## config.mk

```make
export PLATFORM = sky130hd
export DESIGN_NAME = word_access_ctrl
export DESIGN_NICKNAME = d
export VERILOG_FILES = /design/src/rtl/word_access_ctrl.sv
export SDC_FILE = /design/constraint.sdc
export NUM_CORES = 1
export LEC_CHECK = 0
export CAP_MARGIN = 20
export CORE_MARGIN = 1
export CORE_UTILIZATION = 43
export CTS_CLUSTER_DIAMETER = 60
export DETAILED_ROUTE_END_ITERATION = 7
export PLACE_DENSITY = 0.8
export SYNTH_ARGS = -nofsm -noshare
export SYNTH_HDL_FRONTEND = slang
export SYNTH_SLANG_ARGS = --single-unit
```

## constraint.sdc

```tcl
create_clock -name clk -period 1.9 [get_ports clk]
set_input_delay 0.285 -clock clk [delete_from_list [all_inputs] [get_ports clk]]
set_output_delay 0.285 -clock clk [all_outputs]
set_load 0.05 [all_outputs]
```

## src/rtl/word_access_ctrl.sv

```systemverilog
`default_nettype none
// ============================================================================
// word_access_ctrl : round-robin two-port controller sequencing a word8bit array
// Rev 1.0
// ============================================================================
module word_access_ctrl #(
  parameter int NWORDS = 16,
  parameter int AW     = 4
) (
  input  logic              clk,
  input  logic              rst,
  input  logic              a_req,
  input  logic              a_we,
  input  logic [AW-1:0]     a_addr,
  input  logic [7:0]        a_wdata,
  output logic              a_ack,
  input  logic              b_req,
  input  logic              b_we,
  input  logic [AW-1:0]     b_addr,
  input  logic [7:0]        b_wdata,
  output logic              b_ack,
  output logic [7:0]        rdata,
  output logic              err,
  output logic              busy,
  output logic [NWORDS-1:0] mem_sel,
  output logic              mem_rw,
  output logic [7:0]        mem_wdata,
  input  logic [7:0]        mem_rdata
);

  localparam logic [1:0] S_IDLE   = 2'd0;
  localparam logic [1:0] S_SETUP  = 2'd1;
  localparam logic [1:0] S_ACCESS = 2'd2;
  localparam logic [1:0] S_DONE   = 2'd3;

  logic [1:0]        state;
  logic              last_b;
  logic              cur_b;
  logic              we_q;
  logic [AW-1:0]     addr_q;
  logic              grant_a;
  logic              grant_b;
  logic              in_range;
  logic [NWORDS-1:0] sel_dec;

  // On a tie the port that did not win last time is served.
  always_comb begin
    grant_a = a_req && (!b_req || last_b);
    grant_b = b_req && (!a_req || !last_b);
  end

  assign in_range = ({{(32-AW){1'b0}}, addr_q} < 32'(NWORDS));

  always_comb begin
    sel_dec = '0;
    for (int i = 0; i < NWORDS; i++) begin
      if (addr_q == AW'(i)) sel_dec[i] = 1'b1;
    end
  end

  // Each branch sets the outputs seen in the following state, so all outputs stay registered.
  always_ff @(posedge clk) begin
    if (rst) begin
      state     <= S_IDLE;
      last_b    <= 1'b1;
      cur_b     <= 1'b0;
      we_q      <= 1'b0;
      addr_q    <= '0;
      a_ack     <= 1'b0;
      b_ack     <= 1'b0;
      rdata     <= 8'h00;
      err       <= 1'b0;
      busy      <= 1'b0;
      mem_sel   <= '0;
      mem_rw    <= 1'b0;
      mem_wdata <= 8'h00;
    end else begin
      a_ack <= 1'b0;
      b_ack <= 1'b0;
      err   <= 1'b0;
      case (state)
        S_IDLE: begin
          if (grant_a || grant_b) begin
            cur_b     <= grant_b;
            last_b    <= grant_b;
            we_q      <= grant_b ? b_we : a_we;
            addr_q    <= grant_b ? b_addr : a_addr;
            mem_rw    <= grant_b ? b_we : a_we;
            mem_wdata <= grant_b ? b_wdata : a_wdata;
            busy      <= 1'b1;
            state     <= S_SETUP;
          end
        end
        S_SETUP: begin
          mem_sel <= sel_dec;
          state   <= S_ACCESS;
        end
        S_ACCESS: begin
          mem_sel <= '0;
          mem_rw  <= 1'b0;
          a_ack   <= !cur_b;
          b_ack   <= cur_b;
          err     <= !in_range;
          if (!we_q) rdata <= in_range ? mem_rdata : 8'h00;
          state   <= S_DONE;
        end
        default: begin
          busy  <= 1'b0;
          state <= S_IDLE;
        end
      endcase
    end
  end

endmodule
`default_nettype wire

```

==> results by group, run 1 <==
Placed design
  • Routability cong.: between 0.7 and 0.8
  • Port Buffers: 73
  • DP HPWL: around 3 mm
  • Dpl cells: 306

GRT
  • Largest net degree at the start of global routing: 27
  • First-pass GRT wire length: 6.51 mm
  • Number of global-route vias before repair: between 1000 and 1500
  • GRT Total Usage: 0.194
  • GRT overflow: 0
  • Initial antenna violation count: 0

Setup path
  • CP Launch Type: flip-flop
  • Crit. End Element: output port
  • Buffers & Inverters on Critical Path: 1
  • Critical Path AT: approximately 1500 ps
  • Largest stage delay, worst path: between 800 and 900 ps
  • Worst path required time: approximately 1600 ps
  • Instance count on the critical path: 1
  • Top cell family by delay on the critical path: buffers and inverters
  • Slowest cell on the critical path: clkdlybuf4s50_1
  • CP cell instances: clkdlybuf4s50_1
  • Crit Path Class: reg -> out
  • Max FO, Critical Path: 2
  • Worst r2r path cells: 5

Finish
  • Final nets: roughly 300
  • Final design utilization: 0.672
  • Cell Count, Final, Fillers Out: approximately 310
  • Layout cell share with drive strength beyond 1: 0.0833
  • Ant diodes: 0
  • Area Growth Syn to Fin: 47.6%

Logic synthesis
  • Avg Inst Size Synth: 9.90 um2
  • Syn Inst Count: ~190
  • Yosys reg bits: 45
  • Total number of yosys warnings: 0
  • Post-synth net total: 229
  • Post-synth ARST share: 0
  • Seq/Total Area, Yosys: 0.484
  • Netlist cell types: 34
  • Synth Flop Type: dfxtp_1
  • Post-synth EDFFs: 0
  • Mapped cell area: between 1500 and 2000 um2

Floorplanning
  • Std cell rows: 23
  • Die width: just under 70 um
  • Top-Level Pins: 75
  • Die area: approximately 4600 um2
  • DIE HEIGHT: approximately 68 um
  • Initial cell density of the core: 0.455
  • Core Region: about 4000 um2

Timing
  • Clock skew: about 5.5 ps
  • Hold WS: between 400 and 500 ps
  • Tightest Pin Transition: between 500 and 600 ps
  • Max Freq: approximately 0.57 GHz
  • RSZ-0062 raised after global routing: false
  • Hold Fails Final Rpt: 0
  • Final worst path period need: between 1500 and 2000 ps
  • Final cycle utilization of the critical path: 0.929
  • Total negative slack: 0 ps
  • Count of pins over their slew limit: 0
  • Final setup fails: 0
  • Relative slew slack: 0.663

Job
  • Max cap viols: 0

Worst hold path
  • Hold Crit Depth: 1
  • Hold WC Path Type: reg -> reg

Power and ir drop
  • Leakage: approximately 1.0 nW
  • Peak VDD IR: 0.670 mV
  • P per Cell Area: between 1000 and 1500 nW/um2

Clock tree
  • Htree depth: 2
  • CTS max path bufs: 2
  • Root buf cell: clkbuf_8
  • CTS tree: yes
  • Hold buffer count at CTS: 0
  • Post-CTS Resized: 0
  • Num CTS Buffers: 5
  • Clk sinks: 45
  • Post-CTS Setup Repair Bufs: 0
  • Clk_lat worst skew: around 300 ps
  • Clock-pin slew on the worst setup and hold paths: around 80 ps

Route
  • Final ANT Viol Nets: 0
  • Vias/cell: approximately 5.2
  • Vias: ~1600
  • Total Wirelength: 4.26 mm
  • Drt wl/cell: 13.6 um
  • 1st-pass router iterations: 4
  • DR DRC count: 0
  • Initial DRC count: 94

Outcome
  • Status: complete, no violations
==> stage by stage <==
step           power (mW)  instance area [um2]  setup slack, ps
6_report             3.73                 2750              135
5_1_grt              3.96                 2750             94.6
4_1_cts              3.75                 2750              135
3_5_place_dp         3.18                 2660              122
3_3_place_gp         3.15                 2660              188
2_1_floorplan        2.58                 1860              418
==> layout by cell type, fill, tap and decap left out, types with 2 or more instances in the layout <==
master           count
mux2i_1             22
a22oi_1             11
buf_4                7
clkdlybuf4s50_1     73
clkbuf_8             5
o21ai_0              3
nor2_1              41
or2_2                2
nor2b_1              4
a21oi_1              4
inv_1                2
dfxtp_1             45
a211oi_1            13
nor3b_1              3
buf_12               2
a32oi_1              5
ha_1                 3
clkinv_2             2
==> metal layers <==
layer	track usage	wire [um]	part of all wire	vias up
li1	-	-	-	819
met1	0.228	1860	0.44	753
met2	0.319	2040	0.48	55
met3	0.0659	266	0.063	10
met4	0.0807	89	0.021	0
met5	0	0	0	-
==> synth_stat cells (all sizes together), types with 2 or more instances <==
cell type,count,area [um2]
dfxtp,45,901
nor2,41,154
clkbuf,5,18.8
o21ai,3,15.0
mux2i,22,220
buf,9,63.8
a21oi,4,20.0
inv,2,7.51
a22oi,11,82.6
nor3b,3,22.5
a211oi,13,97.6
or2,2,12.5
ha,3,37.5
nor2b,4,25.0
a32oi,5,43.8
==> registers in the layout, summed over array words and instances (netlist names) <==
name	count
state	2
b_ack	1
addr_q	4
rdata	8
a_ack	1
mem_sel	16
last_b	1
mem_rw	1
busy	1
mem_wdata	8
cur_b	1
we_q	1
==> cell type report <==
type / count / area [um2]
tap: 50 / 62.6
clock buffer: 6 / 72.6
inverter: 3 / 11.3
timing repair buffer: 82 / 823
fill: 356 / 1340
multi-input combinational: 126 / 866
sequential: 45 / 901
clock inverter: 2 / 10.0
==> path summary, 6_finish.rpt <==
path	start	endpoint	slack (ps)
max	mem_sel[10]$_SDFFE_PP0N_	mem_sel[10]	140
min	cur_b$_SDFFE_PP0P_	a_ack$_SDFF_PP0_	450
max reg2reg	state[0]$_SDFFE_PP0P_	state[1]$_SDFFE_PP0P_	360
min reg2reg	cur_b$_SDFFE_PP0P_	a_ack$_SDFF_PP0_	450
==> power by group <==
| group | leakage, nW | total (mW) | switching, mW | internal [mW] |
|---|---|---|---|---|
| combinational | 0.611 | 1.85 | 1.12 | 0.735 |
| clock | 0.0450 | 0.567 | 0.312 | 0.255 |
| sequential | 0.368 | 1.31 | 0.156 | 1.15 |
==> kinds of logic (layout without fill, tap and decap cells) <==
logic type / after synthesis / in the layout / share of synthesized area
AND/OR/NAND/NOR: 59 / 59 / 0.155
flip-flops: 45 / 45 / 0.484
AO/OA/AOI/OAI: 41 / 41 / 0.169
other: 1 / 1 / 0.00202
adder cells (fa/ha/maj): 3 / 3 / 0.0202
multiplexers: 22 / 22 / 0.118
buffers and inverters: 17 / 93 / 0.0504
No activity file was read; power rests on OpenSTA's default activity.
==> run 2, diff against run 1 <==
--- a/config.mk
+++ b/config.mk
@@ -8,7 +8,7 @@
 export CAP_MARGIN = 20
 export CORE_MARGIN = 1
 export CORE_UTILIZATION = 43
-export CTS_CLUSTER_DIAMETER = 60
+export CTS_CLUSTER_DIAMETER = 80
 export DETAILED_ROUTE_END_ITERATION = 7
 export PLACE_DENSITY = 0.8
 export SYNTH_ARGS = -nofsm -noshare
==> results of run 2 <==
The final DEF is identical to that of run 1; final timing and power are the same.
